===== src/rtl/memory_stage.sv =====
// memory_stage: pipeline stage between execute and writeback.
// Latches the execute result and runs the load/store on the data SRAM
// through a req/addr_ok/data_ok handshake. It aligns and extends load data
// and hands the result to writeback through a valid/allowin handshake.
// Optional build macro: MEM_ALIGN_CHECK_EN adds mem_exc. Misaligned half/word
// accesses then skip the SRAM and complete as an exception.
module memory_stage #(
  parameter int DATA_W  = 32,
  parameter int RADDR_W = 5
) (
  input  logic               clk,
  input  logic               reset,
  input  logic               exe_valid,
  output logic               mem_allowin,
  input  logic               exe_reg_en,
  input  logic [RADDR_W-1:0] exe_reg_waddr,
  input  logic               exe_mem_read,
  input  logic               exe_mem_write,
  input  logic [1:0]         exe_mem_size,
  input  logic               exe_mem_unsigned,
  input  logic [DATA_W-1:0]  exe_alu_result,
  input  logic [DATA_W-1:0]  exe_store_data,
  output logic               data_req,
  output logic               data_wr,
  output logic [3:0]         data_wstrb,
  output logic [DATA_W-1:0]  data_addr,
  output logic [DATA_W-1:0]  data_wdata,
  input  logic               data_addr_ok,
  input  logic               data_data_ok,
  input  logic [DATA_W-1:0]  data_rdata,
  output logic               mem_valid,
  input  logic               wb_allowin,
  output logic               mem_reg_en,
  output logic [RADDR_W-1:0] mem_reg_waddr,
  output logic               mem_mem_read,
  output logic [DATA_W-1:0]  alu_result_reg,
  output logic [DATA_W-1:0]  mem_rdata
`ifdef MEM_ALIGN_CHECK_EN
  ,
  output logic               mem_exc
`endif
);

  typedef enum logic [1:0] {
    S_IDLE = 2'd0,
    S_REQ  = 2'd1,
    S_WAIT = 2'd2,
    S_DONE = 2'd3
  } state_e;

  state_e state_q, state_d;

  // Instruction fields captured at acceptance
  logic               reg_en_q;
  logic [RADDR_W-1:0] waddr_q;
  logic               rd_q;
  logic               wr_q;
  logic [1:0]         size_q;
  logic               uns_q;
  logic [DATA_W-1:0]  alu_q;
  logic [DATA_W-1:0]  sd_q;
  logic [DATA_W-1:0]  rdata_q;
  logic               exc_in;

  logic               accept;
  logic               is_mem_in;
  state_e             go_state;
  logic [DATA_W-1:0]  load_aligned;
  logic [3:0]         strobe;

  assign accept    = exe_valid && mem_allowin;
  assign is_mem_in = exe_mem_read || exe_mem_write;

`ifdef MEM_ALIGN_CHECK_EN
  logic exc_q;
  // Half needs addr[0]==0, word (size 10/11) needs addr[1:0]==0
  assign exc_in = is_mem_in &&
                  (((exe_mem_size == 2'b01) && exe_alu_result[0]) ||
                   (exe_mem_size[1] && (exe_alu_result[1:0] != 2'b00)));
  assign mem_exc = exc_q && mem_valid;
`else
  assign exc_in = 1'b0;
`endif

  // Where a freshly accepted instruction goes: SRAM access or straight to DONE
  assign go_state = (is_mem_in && !exc_in) ? S_REQ : S_DONE;

  // Next-state logic for the access sequencer
  always_comb begin
    state_d = state_q;
    unique case (state_q)
      S_IDLE: if (accept) state_d = go_state;
      S_REQ:  if (data_addr_ok) state_d = S_WAIT;
      S_WAIT: if (data_data_ok) state_d = S_DONE;
      S_DONE: if (wb_allowin) state_d = accept ? go_state : S_IDLE;
      default: state_d = S_IDLE;
    endcase
  end

  // State register
  always_ff @(posedge clk) begin
    if (reset) state_q <= S_IDLE;
    else       state_q <= state_d;
  end

  // Latch instruction fields on acceptance; capture load data on data_ok
  always_ff @(posedge clk) begin
    if (reset) begin
      reg_en_q <= 1'b0;
      waddr_q  <= '0;
      rd_q     <= 1'b0;
      wr_q     <= 1'b0;
      size_q   <= 2'b00;
      uns_q    <= 1'b0;
      alu_q    <= '0;
      sd_q     <= '0;
      rdata_q  <= '0;
`ifdef MEM_ALIGN_CHECK_EN
      exc_q    <= 1'b0;
`endif
    end else begin
      if (accept) begin
        reg_en_q <= exe_reg_en;
        waddr_q  <= exe_reg_waddr;
        rd_q     <= exe_mem_read;
        wr_q     <= exe_mem_write;
        size_q   <= exe_mem_size;
        uns_q    <= exe_mem_unsigned;
        alu_q    <= exe_alu_result;
        sd_q     <= exe_store_data;
`ifdef MEM_ALIGN_CHECK_EN
        exc_q    <= exc_in;
`endif
      end
      if ((state_q == S_WAIT) && data_data_ok && rd_q) rdata_q <= load_aligned;
    end
  end

  // Select the addressed byte/half lane of the read word and extend it
  always_comb begin
    logic [7:0]  byte_lane;
    logic [15:0] half_lane;
    unique case (alu_q[1:0])
      2'd0:    byte_lane = data_rdata[7:0];
      2'd1:    byte_lane = data_rdata[15:8];
      2'd2:    byte_lane = data_rdata[23:16];
      default: byte_lane = data_rdata[31:24];
    endcase
    half_lane = alu_q[1] ? data_rdata[31:16] : data_rdata[15:0];
    unique case (size_q)
      2'b00:   load_aligned = {{(DATA_W-8){byte_lane[7] & ~uns_q}}, byte_lane};
      2'b01:   load_aligned = {{(DATA_W-16){half_lane[15] & ~uns_q}}, half_lane};
      default: load_aligned = data_rdata;
    endcase
  end

  // Byte-enable pattern for stores; sub-size address bits are ignored
  always_comb begin
    unique case (size_q)
      2'b00:   strobe = 4'b0001 << alu_q[1:0];
      2'b01:   strobe = 4'b0011 << {alu_q[1], 1'b0};
      default: strobe = 4'b1111;
    endcase
  end

  // Lane replication of store data: every lane carries the data it would need
  // wherever the strobes land
  for (genvar gi = 0; gi < 4; gi++) begin : g_wlane
    assign data_wdata[gi*8 +: 8] = (size_q == 2'b00) ? sd_q[7:0] :
                                   (size_q == 2'b01) ? sd_q[(gi%2)*8 +: 8] :
                                                       sd_q[gi*8 +: 8];
  end

  assign data_req    = (state_q == S_REQ);
  assign data_wr     = wr_q;
  assign data_wstrb  = wr_q ? strobe : 4'b0000;
  assign data_addr   = {alu_q[DATA_W-1:2], 2'b00};

  assign mem_allowin    = (state_q == S_IDLE) || ((state_q == S_DONE) && wb_allowin);
  assign mem_valid      = (state_q == S_DONE);
`ifdef MEM_ALIGN_CHECK_EN
  assign mem_reg_en     = mem_valid && reg_en_q && !exc_q;
`else
  assign mem_reg_en     = mem_valid && reg_en_q;
`endif
  assign mem_reg_waddr  = waddr_q;
  assign mem_mem_read   = rd_q;
  assign alu_result_reg = alu_q;
  assign mem_rdata      = rdata_q;

endmodule


===== config.mk =====
export PLATFORM = sky130hd
export DESIGN_NAME = memory_stage
export DESIGN_NICKNAME = d
export VERILOG_FILES = /design/src/rtl/memory_stage.sv
export SDC_FILE = /design/constraint.sdc
export NUM_CORES = 1
export LEC_CHECK = 0
export CAP_MARGIN = 30
export CORE_ASPECT_RATIO = 0.75
export CORE_MARGIN = 5
export CORE_UTILIZATION = 41
export DETAILED_ROUTE_END_ITERATION = 12
export HOLD_SLACK_MARGIN = 0.05
export PLACE_DENSITY_LB_ADDON = 0.08
export SYNTH_ARGS = -nofsm -noshare
export SYNTH_HDL_FRONTEND = slang
export SYNTH_SLANG_ARGS = --single-unit

===== constraint.sdc =====
create_clock -name clk -period 2.3 [get_ports clk]
set_clock_uncertainty 0.05 [all_clocks]
set_input_delay 0.69 -clock clk [delete_from_list [all_inputs] [get_ports clk]]
set_output_delay 0.69 -clock clk [all_outputs]
set_load 0.02 [all_outputs]

Yosys cells after proc, flatten, opt, wreduce, memory -nomap -nowiden. Cells that the tools add are included.

Memories: 0. Bits in registers: 109. Input bits: 113. Output and inout bits: 143. ROM bits: 0. Latch bits: 0. Bits in writable memories: 0. Word-level logic and storage cells: 53.

Multiplexer cells: 17. Order comparisons: 0. Reduce and logical (&&, ||, !) cells: 11. Div/mod/pow operators: 0. Bitwise operators: 3. Equality and inequality tests: 10. Add/subtract/negate cells: 0. Shifts and indexed selects: 2. Multipliers: 0.

Operators by type and width (count): 32-bit one-hot mux with 2 select lines (1); 8-bit 2-to-1 mux (5); 8-bit one-hot mux with 3 select lines (1); 16-bit 2-to-1 mux (1); 2-bit 2-to-1 mux (6); 2-bit one-hot mux with 4 select lines (1); 4-bit one-hot mux with 2 select lines (1); 2-bit by 1-bit == test with 1-bit output, second input constant (3); 2-bit == test, second input constant (3); 2-bit zero test (3); 1-bit logical AND (5); 4-bit 2-to-1 mux (1); 2-bit by 1-bit != test with 1-bit output, second input constant (2); 2-bit != test, second input constant (2); 4-bit AND reduction (1); 1-bit by 2-bit left shift with 4-bit output, first input constant (1); 2-bit by 2-bit left shift with 4-bit output, first input constant (1); 1-bit bitwise AND (2); 1-bit logical OR (2); 1-bit inverter (1).

Depth between registers and ports, before layout. Gate-level depths: netlist (run 1).

Depth after elaboration: 7. Gate-level depth with buffers: 7. Depth with buffers taken out: 4.

Worst setup path after synthesis (run 1). Ideal clock, no wire load.

Path type: reg-to-output. Start: reg size_q[0]. End: out data_wdata[24]. Arrival: 1396 ps. Path slack: 164 ps. Path buffers: 2. Required time: 1560 ps. Stages on the path, launching flop included: 5. Path through: dfxtp_1 -> buf_2 -> buf_2 -> mux2i_1 -> o21ai_0.

Longest elaborated chain between the ends: 3. Elaborated cells between the ends (all ways): 4. Those cells by class: eq/ne: 1; mux: 2; reduce/logical: 1.

RTL lines: start: declaration (line 58) `logic [1:0] size_q;`; start signal: assignment (line 127) `size_q <= exe_mem_size;`; 2-bit by 1-bit == test with 1-bit output (line 170) `(size_q == 2'b01) ? sd_q[(gi%2)*8 +: 8] :`; 8-bit 2-to-1 mux (line 170); 8-bit 2-to-1 mux * (line 169) `assign data_wdata[gi*8 +: 8] = (size_q == 2'b00) ? sd_q[7:0] :`; end: declaration (line 27) `output logic [DATA_W-1:0] data_wdata,`.

Every way passes the cells marked *; elsewhere a longest branch is shown, timed or not.

Final worst setup path (run 1).
Start: reg size_q[1]. End: out data_wdata[19].

The elaborated chain is that of the path after synthesis.

==> metrics.md, run 1 <==
| Metric | Value |
|---|---|
| Origin of the critical flop-to-flop path | `size_q[1]$_SDFFE_PP0N_` |
| Sum of negative setup slack | `0 ns` |
| Overflow after GRT | `0` |
| Hold path start | `sd_q[22]$_SDFFE_PP0N_` |
| CTS tree | `done` |
| Yosys top cell by area | `dfxtp_1` |
| Vias/cell | `5.085` |
| Hold_ws | `0.4039 ns` |
| Area of the multi-input gates | `0.002434 mm^2` |
| Share of cells above drive strength 1 | `14.98%` |
| Largest net degree at the start of global routing | `70` |
| Post-synth EDFFs | `0` |
| Routed Antenna Nets | `0` |
| Total CTS buffers | `9` |
| Die width | `139.0 um` |
| Wire per inst | `16.68 um` |
| Area share of the largest cell type after synthesis | `42.62%` |
| Final slew viol count | `0` |
| Max cap viols | `0` |
| Kind of end point of the critical path | `output port` |
| Crit start category | `flip-flop` |
| Cell Pwr Density | `619.6 mW/mm^2` |
| Die area | `0.01485 mm^2` |
| Synthesized netlist cell count | `628` |
| Initial antenna violation count | `0` |
| Switch share | `30.56%` |
| Residual DRC count | `0` |
| Worst skew pair latency | `0.34 ns` |
| Number of diodes | `0` |
| DRT Wirelength | `16.92 mm` |
| Initial DRC count | `318` |
| Post-DP HPWL | `12.48 mm` |
| Cell with the most instances after synthesis | `nand2_1` |
| Clock network fraction of total power | `29.6%` |
| Asr flop ratio synth | `0%` |
| Synthesized area | `0.005120 mm^2` |
| Synth cell count leaders | `177 x nand2_1, 109 x dfxtp_1, 84 x a21oi_1` |
| P_sw | `1513 uW` |
| I/O pin count | `256` |
| Seq/Total Area, Yosys | `42.62%` |
| Clk buf depth | `2` |
| Main area contributors after synthesis | `dfxtp_1 43%, nand2_1 13%, a21oi_1 8.2%` |
| Status | `finished clean` |
| Worst-path clk slew | `0.08 ns` |
| Total power | `4952 uW` |
| Hold Crit Class | `flip-flop to flip-flop` |
| Fmax achieved | `443.0 MHz` |
| IO buf count | `253` |
| Layout area overhead | `56.08%` |
| Critical Path Fanout Max | `18` |
| Arr. time, crit path | `1.52 ns` |
| Seq cells post-synth | `109` |
| Hold EP | `sd_q[22]$_SDFFE_PP0N_` |
| Main synth FF type | `dfxtp_1` |
| Avg Cell Area, Syn | `8.153 um^2` |
| Leak pwr | `0.002974 uW` |
| Sequential fraction of design power | `42.3%` |
| Die Y | `106.8 um` |
| Critical Path RT | `1.56 ns` |
| Final setup vio count | `0` |
| Register area | `0.002190 mm^2` |
| Worst Setup Path Type | `flip-flop to output port` |
| Number of global-route vias before repair | `5,210` |
| Via count | `5,156` |
| Layout Nets | `956` |
| Reg2Reg Capture Point | `mem_rdata[15]$_SDFFE_PP0P_` |
| Yosys warns | `0` |
| Num rows | `35` |
| Fin crit period | `2.257 ns` |
| Internal | `3438 uW` |
| Final-report hold violation count | `0` |
| Htree depth | `3` |
| Unique masters post-synth | `43` |
| Reg2reg setup slack | `0.45 ns` |
| Filler cells | `1,033` |
| RD Place Congestion | `0.8529` |
| Drt pass-1 iters | `4` |
| Starting Density | `41.76%` |
| GRT Resource Usage Total | `22.14%` |
| Root buf cell | `clkbuf_16` |
| Fin crit share | `98.14%` |
| Core Region | `0.01226 mm^2` |
| Logic pwr share | `28.2%` |
| Global-route wire length before repair | `26.98 mm` |
| Worst hold stages | `2` |
| Hold buffers post-CTS | `0` |
| Worst r2r path cells | `6` |
| VDD IR max | `0.4530 mV` |
| Sink Count | `109` |
-- area by class of cell --
| class | instances | area share, % |
|---|---|---|
| Clock buffer | 10 | 2.865 |
| Sequential cell | 109 | 27.40 |
| Clock inverter | 6 | 0.5950 |
| Timing Repair Buffer | 290 | 36.00 |
| Tap cell | 166 | 2.599 |
| Inverter | 2 | 0.09394 |
| Multi-Input combinational cell | 431 | 30.45 |
-- power groups by stage --
stage / clock network (uW) / registers, uW / logic [uW]
final: 1460 / 2090 / 1390
after global routing: 1600 / 2110 / 1500
after CTS: 1500 / 2090 / 1390
after detailed placement: 0 / 2130 / 1400
after global placement: 0 / 2130 / 1380
after floorplan: 0 / 2190 / 682
-- worst max-delay path by stage --
| stage | startpoint | endpoint | slack, ns | depth (start not counted) |
|---|---|---|---|---|
| 6_report | size_q[1]$_SDFFE_PP0N_ | data_wdata[19] | 0.04 | 3 |
| 5_1_grt | size_q[1]$_SDFFE_PP0N_ | data_wdata[19] | -0.004 | 3 |
| 4_1_cts | size_q[1]$_SDFFE_PP0N_ | data_wdata[17] | 0.0004 | 3 |
| 3_5_place_dp | wb_allowin | mem_allowin | -0.38 | 4 |
| 3_3_place_gp | wb_allowin | mem_allowin | -0.38 | 4 |
| 2_1_floorplan | size_q[0]$_SDFFE_PP0N_ | data_wdata[24] | 0.16 | 4 |
-- metrics by stage --
| stage | util [%] | cell area [um^2] | setup WS [ns] | instances |
|---|---|---|---|---|
| after floorplan | - | 5124 | 0.1640 | 629 |
| final | 65.17 | 7991 | 0.04275 | 1014 |
| after global routing | 65.17 | 7991 | -0.004030 | 1014 |
| after global placement | 62.81 | 7701 | -0.3791 | 994 |
| after detailed placement | 62.81 | 7701 | -0.3765 | 994 |
| after CTS | 65.13 | 7986 | 0.0003931 | 1011 |
-- per-layer routing --
metal,vias up,wire length [um],GRT usage (%)
met4,0,288,6.634
met2,206,7730,35.65
met3,19,1381,7.757
li1,2529,-,-
met5,-,0,0
met1,2402,7518,28.14
-- critical path, cell delays in order (launching register included) --
cell and delay, ns:
dfxtp_4 0.41, buf_12 0.16, mux2_2 0.35, clkdlybuf4s15_2 0.26
-- timing repair --
action                                 in CTS  in global routing
pin swaps                                   0                  1
gates resized for setup                    98                 26
gates cloned                                1                  1
setup endpoints to repair                  33                 21
setup buffers                               0                  2
endpoints found under the hold margin       0                  0
-- cell families (layout without fill, tap and decap cells) --
group                  count (synthesis)  in the layout  share of synthesized area, %
other                                  1              2                       0.07324
AO/OA/AOI/OAI                        165            165                         21.51
multiplexers                          33             33                         7.111
AND/OR/NAND/NOR                      231            231                         18.35
buffers and inverters                 89            308                         10.34
flip-flops                           109            109                         42.62
-- placed cells by master (no fill, tap or decap), drive strengths merged, types with 2 or more instances in the layout --
| cell type | instances |
|---|---|
| o21ai | 12 |
| mux2i | 9 |
| clkbuf | 18 |
| and3 | 2 |
| dlygate4sd2 | 5 |
| conb | 2 |
| dfxtp | 109 |
| clkinv | 5 |
| clkdlybuf4s50 | 219 |
| a21oi | 86 |
| buf | 48 |
| a32oi | 7 |
| nor3b | 2 |
| nor2b | 4 |
| a211oi | 32 |
| o2bb2ai | 2 |
| and2 | 2 |
| inv | 3 |
| a22oi | 7 |
| nand2 | 177 |
| a22o | 8 |
| o21a | 2 |
| mux2 | 24 |
| a21o | 7 |
| clkdlybuf4s15 | 9 |
| nor2 | 36 |
Power figures use the tool's default switching activity.
==> run 2, diff against run 1 <==
--- a/config.mk
+++ b/config.mk
@@ -15,3 +15,4 @@
 export SYNTH_ARGS = -nofsm -noshare
 export SYNTH_HDL_FRONTEND = slang
 export SYNTH_SLANG_ARGS = --single-unit
+export TNS_END_PERCENT = 30
==> run 2 against run 1 <==
The run now ends with setup timing left. Hold slack barely moved. Fmax down 2.0%. Final area is 1.1% lower. Cell count fell by 0.39%. Power fell by 0.68%. Wire length shrank 1.4%. Non-clock buffer count shrank 4. Largest power group unchanged. Highest routed layer unchanged.
==> metrics.md, run 2 (synthesis gave the netlist of run 1 again) <==
| Metric | Value |
|---|---|
| Status | `finished with violations (was finished clean)` |
| Failing checks | `setup timing` |
| Hold Crit Class | `flip-flop to flip-flop (unchanged)` |
| Drt pass-1 iters | `5 (was 4)` |
| Internal | `3416 uW (was 3438 uW)` |
| Cell Pwr Density | `622.5 mW/mm^2 (was 619.6 mW/mm^2)` |
| Number of diodes | `0 (unchanged)` |
| Die area | `0.01485 mm^2 (unchanged)` |
| Switch share | `30.54% (was 30.56%)` |
| Arr. time, crit path | `1.56 ns (was 1.52 ns)` |
| Layout area overhead | `54.30% (was 56.08%)` |
| Number of global-route vias before repair | `5,150 (was 5,210)` |
| Fin crit period | `2.304 ns (was 2.257 ns)` |
| Filler cells | `1,045 (was 1,033)` |
| Final setup vio count | `1 (was 0)` |
| Wire per inst | `16.51 um (was 16.68 um)` |
| Initial DRC count | `357 (was 318)` |
| Place WS | `-0.3765 ns (unchanged)` |
| Fin crit share | `100.2% (was 98.14%)` |
| # Post-CTS Setup Buffers | `0 (unchanged)` |
| Num rows | `35 (unchanged)` |
| Root buf cell | `clkbuf_16 (unchanged)` |
| Share of cells above drive strength 1 | `14.22% (was 14.98%)` |
| Vias/cell | `5.077 (was 5.085)` |
| RSZ-0062 raised after global routing | `yes` |
| VDD IR max | `0.4495 mV (was 0.4530 mV)` |
| IO buf count | `253 (unchanged)` |
| Clk buf depth | `2 (unchanged)` |
| P_sw | `1502 uW (was 1513 uW)` |
| Sum of negative setup slack | `-0.004446 ns (was 0 ns)` |
| Hold buffers post-CTS | `0 (unchanged)` |
| Crit start category | `flip-flop (unchanged)` |
| Inst Count DP | `994 (unchanged)` |
| Sink Count | `109 (unchanged)` |
| DRT Wirelength | `16.67 mm (was 16.92 mm)` |
| GRT Resource Usage Total | `21.93% (was 22.14%)` |
| Kind of end point of the critical path | `output port (unchanged)` |
| Clock network fraction of total power | `29.7% (was 29.6%)` |
| Critical Path RT | `1.56 ns (about the same)` |
| Total CTS buffers | `9 (unchanged)` |
| CTS tree | `done (unchanged)` |
| Die width | `139.0 um (unchanged)` |
| I/O pin count | `256 (unchanged)` |
| GRT busiest layer | `met2 (unchanged)` |
| Critical Path Fanout Max | `18 (unchanged)` |
| Final-report hold violation count | `0 (unchanged)` |
| Final slew viol count | `0 (unchanged)` |
| Post-layout util | `64.43% (was 65.17%)` |
| Logic pwr share | `27.8% (was 28.2%)` |
| Htree depth | `3 (unchanged)` |
| Largest net degree at the start of global routing | `70 (unchanged)` |
| Worst skew pair latency | `0.34 ns (about the same)` |
| Via count | `5,128 (was 5,156)` |
| RD Place Congestion | `0.8529 (unchanged)` |
| GRT met1 Usage | `28.25% (was 28.14%)` |
| Post-DP HPWL | `12.48 mm (unchanged)` |
| Max cap viols | `0 (unchanged)` |
| Fmax achieved | `433.9 MHz (was 443.0 MHz)` |
| Routing usage on met3 | `7.445% (was 7.757%)` |
| Leak pwr | `0.002947 uW (was 0.002974 uW)` |
| Initial antenna violation count | `0 (unchanged)` |
| Global-route wire length before repair | `26.83 mm (was 26.98 mm)` |
| Final setup margin | `-0.004446 ns (was 0.04275 ns)` |
| Worst Setup Path Type | `flip-flop to output port (unchanged)` |
| Most common cell after layout, fill and taps aside | `clkdlybuf4s50_1 (unchanged)` |
| Worst-path clk slew | `0.07 ns (was 0.08 ns)` |
| Routed Antenna Nets | `0 (unchanged)` |
| Overflow after GRT | `0 (unchanged)` |
| Cts repair resizes | `79 (was 98)` |
| Core Region | `0.01226 mm^2 (unchanged)` |
| Fin cells | `1,010 (was 1,014)` |
| Starting Density | `41.76% (unchanged)` |
| Die Y | `106.8 um (unchanged)` |
| Most frequent cells in the layout | `219 x clkdlybuf4s50_1, 177 x nand2_1, 107 x dfxtp_1 (unchanged)` |
| Met2 usage | `35.59% (was 35.65%)` |
| Layout Nets | `952 (was 956)` |
| Residual DRC count | `0 (unchanged)` |
| Sequential fraction of design power | `42.5% (was 42.3%)` |
## run 2: cell types whose count changed in the layout (fill, tap and decap cells not counted), sizes merged
cell	previous run	this run
clkinv	5	6
bufbuf	1	0
clkdlybuf4s15	9	4
clkbuf	18	19
dlygate4sd2	5	8
buf	48	46
inv	3	2
## run 2: worst paths after layout
check / cells after the start / start / slack [ns] / endpoint
worst max-delay path: 3 / size_q[1]$_SDFFE_PP0N_ / -0.004 / data_wdata[19]
worst min-delay path: 2 / sd_q[22]$_SDFFE_PP0N_ / 0.40 / sd_q[22]$_SDFFE_PP0N_
worst max register to register: 5 / size_q[1]$_SDFFE_PP0N_ / 0.43 / mem_rdata[3]$_SDFFE_PP0P_
worst min register to register: 2 / sd_q[22]$_SDFFE_PP0N_ / 0.40 / sd_q[22]$_SDFFE_PP0N_
## run 2: worst max-delay path: stages (launching register included)
cell and delay [ns]:
dfxtp_4 0.40, buf_12 0.15, mux2_2 0.34, dlygate4sd2_1 0.32
## run 2: cell type report
cell class	instances	area (um^2)	share of cell area, %
Clock buffer	10	229.0	2.898
Clock inverter	6	47.55	0.6018
Inverter	2	7.507	0.09503
Multi-Input combinational cell	431	2434	30.80
Sequential cell	109	2190	27.72
Tap cell	166	207.7	2.629
Timing Repair Buffer	286	2785	35.25
## run 2: power by group through the flow
stage	registers, uW	logic (uW)	clock network, uW
after global placement	2130	1380	0
after CTS	2090	1380	1500
final	2090	1370	1460
after detailed placement	2130	1400	0
after global routing	2110	1470	1600
after floorplan	2190	682	0
## run 2: per-layer routing
layer  share of wire, %  vias to the layer above  wire length [um]
li1                   -                     2516                 -
met1                 44                     2367              7297
met2                 46                      222              7627
met3                8.7                       23              1451
met4                1.8                        0               298
met5                  0                        -                 0
## run 2: through the flow
stage                     hold slack, ns  total power, uW  instance area (um^2)
final                             0.4042             4918                  7900
after global routing              0.4247             5175                  7900
after CTS                         0.4075             4974                  7965
after detailed placement          0.3968             3536                  7701
after global placement            0.3903             3513                  7701
after floorplan                   0.3819             2869                  5124
